$ cat src/rtl/cost_input_loader_if.sv
// Handshake bundle between the training controller / cost_calculator side and cost_input_loader.
// The slave modport is the loader's view; the master modport is the environment's view.
interface cost_input_loader_if #(
  parameter int unsigned NUM_DIGITS = 10,
  parameter int unsigned VAL_W      = 4,
  parameter int unsigned COST_W     = 8
);
  logic                                   sync_clear;
  logic                                   label_valid;
  logic [3:0]                             label_digit;
  logic                                   label_error;
  logic                                   neuron_valid;
  logic [VAL_W-1:0]                       neuron_value;
  logic                                   neuron_ready;
  logic [0:NUM_DIGITS-1]                  expected_label;
  logic [0:NUM_DIGITS-1][VAL_W-1:0]       digit_weights;
  logic                                   cost_en;
  logic                                   calculation_complete;
  logic [COST_W-1:0]                      cost_output;
  logic                                   cost_valid;
  logic [COST_W-1:0]                      cost_value;
  logic                                   busy;

  modport slave (
    input  sync_clear, label_valid, label_digit, neuron_valid, neuron_value,
           calculation_complete, cost_output,
    output label_error, neuron_ready, expected_label, digit_weights, cost_en,
           cost_valid, cost_value, busy
  );

  modport master (
    output sync_clear, label_valid, label_digit, neuron_valid, neuron_value,
           calculation_complete, cost_output,
    input  label_error, neuron_ready, expected_label, digit_weights, cost_en,
           cost_valid, cost_value, busy
  );
endinterface

$ cat src/rtl/cost_input_loader.sv
// Front end of cost_calculator: one-hot label expansion, serial-to-parallel buffering of
// the output-layer values, start/busy/done handshake and a registered cost result.
module cost_input_loader #(
  parameter int unsigned NUM_DIGITS = 10,
  parameter int unsigned VAL_W      = 4,
  parameter int unsigned COST_W     = 8
) (
  input  logic                 clk,
  input  logic                 n_rst,
  cost_input_loader_if.slave   bus
);
  localparam int unsigned IDX_W = $clog2(NUM_DIGITS);

  typedef enum logic [2:0] {
    S_IDLE,
    S_COLLECT,
    S_START,
    S_WAIT_BUSY,
    S_WAIT_DONE,
    S_RESULT
  } state_t;

  state_t                           r_state;
  state_t                           w_next;
  logic [IDX_W-1:0]                 r_index;
  logic [0:NUM_DIGITS-1]            r_expected_label;
  logic [0:NUM_DIGITS-1][VAL_W-1:0] r_digit_weights;
  logic [COST_W-1:0]                r_cost_value;
  logic                             r_label_error;

  logic                             w_label_ok;
  logic                             w_label_bad;
  logic                             w_neuron_wr;
  logic                             w_last_wr;
  logic                             w_cost_en;
  logic                             w_cost_valid;
  logic [0:NUM_DIGITS-1]            w_onehot;

  assign w_label_ok  = bus.label_valid && (bus.label_digit <= 4'(NUM_DIGITS - 1));
  assign w_label_bad = bus.label_valid && !w_label_ok;
  assign w_neuron_wr = (r_state == S_COLLECT) && bus.neuron_valid && !bus.sync_clear;
  assign w_last_wr   = w_neuron_wr && (r_index == IDX_W'(NUM_DIGITS - 1));

  always_comb begin
    w_onehot = '0;
    for (int unsigned i = 0; i < NUM_DIGITS; i++) begin
      w_onehot[i] = (32'(bus.label_digit) == i);
    end
  end

  always_ff @(posedge clk or negedge n_rst) begin
    if (!n_rst) begin
      r_state <= S_IDLE;
    end else begin
      r_state <= w_next;
    end
  end

  always_comb begin
    w_next       = r_state;
    w_cost_en    = 1'b0;
    w_cost_valid = 1'b0;
    case (r_state)
      S_IDLE:      if (w_label_ok) w_next = S_COLLECT;
      S_COLLECT:   if (w_last_wr) w_next = S_START;
      // Hold the start pulse back while downstream still reports itself busy.
      S_START: begin
        if (bus.calculation_complete) begin
          w_cost_en = 1'b1;
          w_next    = S_WAIT_BUSY;
        end
      end
      S_WAIT_BUSY: if (!bus.calculation_complete) w_next = S_WAIT_DONE;
      S_WAIT_DONE: if (bus.calculation_complete) w_next = S_RESULT;
      S_RESULT: begin
        w_cost_valid = 1'b1;
        w_next       = S_IDLE;
      end
      default:     w_next = S_IDLE;
    endcase
    if (bus.sync_clear) begin
      w_next       = S_IDLE;
      w_cost_en    = 1'b0;
      w_cost_valid = 1'b0;
    end
  end

  always_ff @(posedge clk or negedge n_rst) begin
    if (!n_rst) begin
      r_index          <= '0;
      r_expected_label <= '0;
      r_digit_weights  <= '0;
      r_cost_value     <= '0;
      r_label_error    <= 1'b0;
    end else if (bus.sync_clear) begin
      r_index          <= '0;
      r_expected_label <= '0;
      r_digit_weights  <= '0;
      r_cost_value     <= '0;
      r_label_error    <= 1'b0;
    end else begin
      r_label_error <= (r_state == S_IDLE) && w_label_bad;
      if ((r_state == S_IDLE) && w_label_ok) begin
        r_expected_label <= w_onehot;
        r_index          <= '0;
      end
      if (w_neuron_wr) begin
        r_digit_weights[r_index] <= bus.neuron_value;
        r_index                  <= r_index + 1'b1;
      end
      if ((r_state == S_WAIT_DONE) && bus.calculation_complete) begin
        r_cost_value <= bus.cost_output;
      end
    end
  end

  assign bus.label_error    = r_label_error;
  assign bus.neuron_ready   = (r_state == S_COLLECT);
  assign bus.expected_label = r_expected_label;
  assign bus.digit_weights  = r_digit_weights;
  assign bus.cost_en        = w_cost_en;
  assign bus.cost_valid     = w_cost_valid;
  assign bus.cost_value     = r_cost_value;
  assign bus.busy           = (r_state != S_IDLE);
endmodule

$ cat src/flat_wrapper.sv
// flat-port wrapper written by rule: the top's interface ports become plain ports
module cost_input_loader_flat 
#(
  parameter int unsigned NUM_DIGITS = 10,
  parameter int unsigned VAL_W      = 4,
  parameter int unsigned COST_W     = 8
)
  (clk, n_rst, bus_sync_clear, bus_label_valid, bus_label_digit, bus_neuron_valid, bus_neuron_value, bus_calculation_complete, bus_cost_output, bus_label_error, bus_neuron_ready, bus_expected_label, bus_digit_weights, bus_cost_en, bus_cost_valid, bus_cost_value, bus_busy);
  cost_input_loader_if #(.NUM_DIGITS(NUM_DIGITS), .VAL_W(VAL_W), .COST_W(COST_W)) bus_i ();
  input  logic clk;
  input  logic n_rst;
  input wire logic [$bits(bus_i.sync_clear)-1:0] bus_sync_clear;
  input wire logic [$bits(bus_i.label_valid)-1:0] bus_label_valid;
  input wire logic [$bits(bus_i.label_digit)-1:0] bus_label_digit;
  input wire logic [$bits(bus_i.neuron_valid)-1:0] bus_neuron_valid;
  input wire logic [$bits(bus_i.neuron_value)-1:0] bus_neuron_value;
  input wire logic [$bits(bus_i.calculation_complete)-1:0] bus_calculation_complete;
  input wire logic [$bits(bus_i.cost_output)-1:0] bus_cost_output;
  output wire logic [$bits(bus_i.label_error)-1:0] bus_label_error;
  output wire logic [$bits(bus_i.neuron_ready)-1:0] bus_neuron_ready;
  output wire logic [$bits(bus_i.expected_label)-1:0] bus_expected_label;
  output wire logic [$bits(bus_i.digit_weights)-1:0] bus_digit_weights;
  output wire logic [$bits(bus_i.cost_en)-1:0] bus_cost_en;
  output wire logic [$bits(bus_i.cost_valid)-1:0] bus_cost_valid;
  output wire logic [$bits(bus_i.cost_value)-1:0] bus_cost_value;
  output wire logic [$bits(bus_i.busy)-1:0] bus_busy;
  assign bus_i.sync_clear = bus_sync_clear;
  assign bus_i.label_valid = bus_label_valid;
  assign bus_i.label_digit = bus_label_digit;
  assign bus_i.neuron_valid = bus_neuron_valid;
  assign bus_i.neuron_value = bus_neuron_value;
  assign bus_i.calculation_complete = bus_calculation_complete;
  assign bus_i.cost_output = bus_cost_output;
  assign bus_label_error = bus_i.label_error;
  assign bus_neuron_ready = bus_i.neuron_ready;
  assign bus_expected_label = bus_i.expected_label;
  assign bus_digit_weights = bus_i.digit_weights;
  assign bus_cost_en = bus_i.cost_en;
  assign bus_cost_valid = bus_i.cost_valid;
  assign bus_cost_value = bus_i.cost_value;
  assign bus_busy = bus_i.busy;
  cost_input_loader #(.NUM_DIGITS(NUM_DIGITS), .VAL_W(VAL_W), .COST_W(COST_W)) u_core (.clk(clk), .n_rst(n_rst), .bus(bus_i));
endmodule
$ cat config.mk
export PLATFORM = sky130hd
export DESIGN_NAME = cost_input_loader_flat
export DESIGN_NICKNAME = d
export VERILOG_FILES = /design/src/rtl/cost_input_loader_if.sv /design/src/rtl/cost_input_loader.sv /design/src/flat_wrapper.sv
export SDC_FILE = /design/constraint.sdc
export NUM_CORES = 1
export LEC_CHECK = 0
export CAP_MARGIN = 20
export CELL_PAD_IN_SITES_DETAIL_PLACEMENT = 0
export CELL_PAD_IN_SITES_GLOBAL_PLACEMENT = 2
export CORE_UTILIZATION = 30
export DETAILED_ROUTE_END_ITERATION = 8
export DONT_BUFFER_PORTS = 1
export PLACE_DENSITY = 0.63
export SYNTH_ARGS = -nofsm -noshare
export SYNTH_HDL_FRONTEND = slang
export SYNTH_SLANG_ARGS = --single-unit
$ cat constraint.sdc
create_clock -name clk -period 2.32 [get_ports clk]
set_clock_uncertainty 0.1 [all_clocks]
set_input_delay 0.464 -clock clk [delete_from_list [all_inputs] [get_ports clk]]
set_output_delay 0.464 -clock clk [all_outputs]
set_load 0.03 [all_outputs]
# Yosys cells after proc, flatten, opt, wreduce, memory -nomap -nowiden
# Index checks and enable logic that the tools add are counted.
# totals
reg_bits,66
input_bits,22
output_inout_bits,63
word_cells,84
# op_classes
n_addsub,1
magnitude_cmp,3
n_eq_ne,20
muxes,25
bitwise,1
reduce_logical,19
# ops
cell,count
two-way mux 40 bit,2
bitwise mux 40 bit,1
two-way mux 10 bit,2
two-way mux 3 bit,6
demux 4 bit (select 4 bit),1
== test 4 x 3 -> 1 bit (second input constant),4
two-way mux 4 bit,4
two-way mux 8 bit,2
case mux 3 bit (5 select lines),1
== test 4 bit (second input constant),3
logical AND 1 bit,9
!= test 3 bit (second input constant),3
== test 4 x 2 -> 1 bit (second input constant),2
== test 3 x 2 -> 1 bit (second input constant),2
== test 3 bit (second input constant),2
two-way mux 1 bit,6
!= test 3 x 2 -> 1 bit (second input constant),2
nonzero test 2 bit,3
nonzero test 3 bit,2
>= comparator 5 bit (second input constant),1
less-than comparator 5 x 1 -> 1 bit (second input constant),1
NOT 4 -> 5 bit,1
AND reduction 5 bit,1
adder 4 x 1 -> 4 bit (second input constant),1
other kinds (6),7

# Depth between registers and ports, before layout
# logic_depth
depth_word,8
depth_mapped,5
mapped_depth_nobuf,5

# Least setup slack after synthesis
# OpenSTA, ideal clock, no wires.
# synth_path
path_kind,input -> output
start,in bus_sync_clear
end,out bus_cost_en
arrival_time_ns,1.812
required_time_ns,1.756
setup_slack_ns,-0.056
path_stages,3
path_buffers,2
path_cell_list,clkbuf_1 -> clkbuf_1 -> nor4_1
# synth_via
elab_chain_len,1
# synth_rtl
element,line,text
from (decl),flat_wrapper.sv:12,input wire logic [$bits(bus_i.sync_clear)-1:0] bus_sync_clear;
two-way mux 1 bit,cost_input_loader.sv:81,if (bus.sync_clear) begin
to (decl),flat_wrapper.sv:23,output wire logic [$bits(bus_i.cost_en)-1:0] bus_cost_en;
# Every way passes these cells.

# Worst setup path in the final report
# layout_path
start,reg u_core.r_state[1]
end,out bus_neuron_ready
# layout_via
elab_chain_len,1
# layout_rtl
element,line,text
from (decl),cost_input_loader.sv:23,state_t r_state;
from (signal assigned),cost_input_loader.sv:55,r_state <= w_next;
== test 3 x 1 -> 1 bit,cost_input_loader.sv:118,assign bus.neuron_ready = (r_state == S_COLLECT);
to (decl),flat_wrapper.sv:20,output wire logic [$bits(bus_i.neuron_ready)-1:0] bus_neuron_ready;
# Every way passes these cells.

==> impl_metrics.ini <==
[worst_setup_path]
rr_endpoint = u_core.bus.expected_label[6]
endpoint_class_of_the_critical_path = output port
critPathRequiredTime_ns = 1.76
startpoint_class = flop
timing.reg2reg.setup_slack_ns = 0.40
worstReg2RegStart = u_core.r_state[1]
cp-startpoint = u_core.r_state[1]
arrival_ns = 1.45
rr_worst_depth = 3
cp_max_fo = 12
timing.setup.critical_path_class = flop to output port

[global_route]
via_count_of_the_first_global_routing_pass = 2173
grt_use_total = 0.153
grt_pass1_wl_um = 12800
pin_count_of_the_biggest_net_entering_global_routing = 72
met1_usage = 0.207
globalRouteMet3Util = 0.0558
antenna_found_initial = 0
gr-usage-met2 = 0.227
top_usage_layer = met2
grt_remaining_overflow = 0

[clock_tree]
post_cts_buffers = 0
worstSkewPairLatency_ns = 0.34
cts-buffers-inserted = 9
cts_hold_repair.buffers = 2
cts_tree = built
clk_transition_reported_paths_ns = 0.08
cts_root_buf = sky130_fd_sc_hd__clkbuf_8
clock_tree.buffer_depth = 2
cts.repair.resized = 0
h_tree_depth = 3
cts.sinks = 66

[finish]
flow.area_growth_from_synthesis_pct = 12.8
antenna-diode-count = 0
finish.net_count = 304
drive_gt1_frac = 0.106
finish.cell_count_without_fillers = 416

[power]
total_leakage_power_nw = 1.67
power.share.clock = 0.454
share_comb_of_total_power = 0.055
cellPowerDensity_nw_per_um2 = 680
p_sw_frac = 0.245
vdd_ir_max_mv = 0.331
power.share.sequential = 0.491
switchingPower_mw = 0.588
internal-power_mw = 1.81

[drt]
detailedRoute.firstIterationViolations = 58
post_drt_wl_per_cell_um = 18.8
postRouteWirelength_um = 7800
vias = 2094
routed_via_density = 5.03
drtAntennaViolNets = 0
route.detailed.drc = 0
dr.pass1.iters = 4

[timing]
finalSetupViolations = 0
tightest_slew_ns = 0.566
min_period_over_period = 0.868
timing.max_slew.rel_slack = 0.618
maxClockFrequency_mhz = 497
grt_setup_unrepaired = no
setup-tns-final_ns = 0
timing_hold_violations_final = 0
shortest_clock_period_the_worst_path_allows_after_layout_ns = 2.01
final_worst_path_setup_slack_ns = 0.307
report.final.slew_viol_count = 0

[yosys]
seq_area_frac_synth = 0.529
synth_cells = 279
synth_area_leaders = sky130_fd_sc_hd__dfrtp_1 (53%), sky130_fd_sc_hd__mux2i_1 (14%), sky130_fd_sc_hd__nand2b_1 (8.4%)
ys.warnings.count = 0
synth_area_um2 = 3120
synth_cell_types = 40
synth_ff_type = sky130_fd_sc_hd__dfrtp_1
synth_most_common_cell = sky130_fd_sc_hd__dfrtp_1
synth_top_cell_by_area = sky130_fd_sc_hd__dfrtp_1
synthArstFlopShare = 1.00
yosysTopAreaCellShare = 0.529
syn-mean-instance-area_um2 = 11.2
synth.ff_latch_count = 66
netlist_top_cells_count = sky130_fd_sc_hd__dfrtp_1 (66), sky130_fd_sc_hd__mux2i_1 (44), sky130_fd_sc_hd__nand2b_1 (42)
synth_nets = 305
synth_enable_flop_cells = 0

[placed_design]
pre_cts_setup_slack_ns = 0.414
gpl.final_weighted_congestion = 0.678
detailed_place_hpwl_um = 4940
dp.cells = 398
placement.io_buffers = 0

[min_path]
type_of_the_most_critical_hold_path = input pin to flop
whs_endpoint = u_core.bus.expected_label[3]
worstHoldPathCells = 1
worstHoldStart = bus_sync_clear

[run_status]
outcome = completed

[run]
maxCapViolations = 0

[floorplanning]
dieWidth_um = 104
floorplan.initialDensity = 0.315
floorplan.rows = 36
core_area_um2 = 9910
ios = 85
fp.dieArea_um2 = 10800
die_height_um = 104
==> sequential cells by signal, indices dropped and copies added (netlist names) <==
register / cells
u_core.r_index: 4
u_core.bus.expected_label: 10
u_core.bus.digit_weights: 40
u_core.bus.label_error: 1
u_core.r_state: 3
u_core.bus.cost_value: 8
==> cell families after synthesis <==
kind of cell / synth area share
AOI/OAI and AO/OA: 0.0773
adders and majority gates: 0.0160
buffers and inverters: 0.0345
DFF: 0.529
muxes: 0.141
and+or+nand+nor: 0.202
==> critical path: stages, from the launching register on <==
cell	delay [ns]
sky130_fd_sc_hd__dfrtp_1	0.39
sky130_fd_sc_hd__buf_4	0.18
sky130_fd_sc_hd__nor3b_2	0.30
sky130_fd_sc_hd__buf_4	0.24
==> metrics by stage <==
stage / area (µm²) / total power [mW] / utilization / hold slack, ns
after CTS: 3520 / 2.43 / 0.356 / 0.0617
after floorplan: 3130 / 1.29 / - / 0.0684
after detailed placement: 3270 / 1.30 / 0.330 / 0.0697
after global routing: 3520 / 2.50 / 0.356 / 0.0786
after global placement: 3270 / 1.30 / 0.330 / 0.0697
final: 3520 / 2.40 / 0.356 / 0.104
==> area by class of cell <==
class | count | area, µm²
Tap cell | 133 | 166
Clock inverter | 7 | 93.8
Timing Repair Buffer | 10 | 97.6
Fill cell | 1016 | 6390
Clock buffer | 9 | 124
Sequential cell | 66 | 1650
Multi-Input combinational cell | 187 | 1380
Inverter | 4 | 15.0
==> layout by cell type, fill, tap and decap left out, types with 3 or more instances in the layout <==
cell type	synthesis	final
sky130_fd_sc_hd__nand4_1	4	4
sky130_fd_sc_hd__nand2b_1	42	42
sky130_fd_sc_hd__nor2_1	12	12
sky130_fd_sc_hd__nor2b_1	5	5
sky130_fd_sc_hd__inv_1	4	4
sky130_fd_sc_hd__dfrtp_1	66	66
sky130_fd_sc_hd__o21ai_0	11	11
sky130_fd_sc_hd__a21oi_1	14	14
sky130_fd_sc_hd__nand4b_1	3	3
sky130_fd_sc_hd__nand3_1	7	7
sky130_fd_sc_hd__nand2_1	5	5
sky130_fd_sc_hd__clkbuf_8	0	9
sky130_fd_sc_hd__a22o_1	4	4
sky130_fd_sc_hd__buf_4	0	8
sky130_fd_sc_hd__ha_1	4	4
sky130_fd_sc_hd__mux2i_1	44	44
sky130_fd_sc_hd__or4b_1	4	4
==> power groups by stage <==
stage / Sequential, mW / Clock [mW] / Combinational, mW
detailed placement: 1.20 / 0 / 0.104
CTS: 1.18 / 1.12 / 0.136
global route: 1.18 / 1.18 / 0.149
global placement: 1.20 / 0 / 0.104
finish: 1.18 / 1.09 / 0.132
floorplan: 1.20 / 0 / 0.0961
==> worst max path at each step <==
stage,end,slack [ns]
after floorplan,bus_cost_en,-0.06
after global placement,u_core.bus.expected_label[6],0.44
after detailed placement,u_core.bus.expected_label[6],0.41
after CTS,bus_neuron_ready,0.29
after global routing,bus_cost_valid,0.20
final,bus_neuron_ready,0.31
==> layer usage <==
| metal | routed length (µm) | up-vias |
|---|---|---|
| met1 | 3700 | 1051 |
| met2 | 3510 | 50 |
| met4 | 82 | 0 |
| met3 | 512 | 9 |
| li1 | - | 984 |
| met5 | 0 | - |
Power figures use the tool's default switching activity.
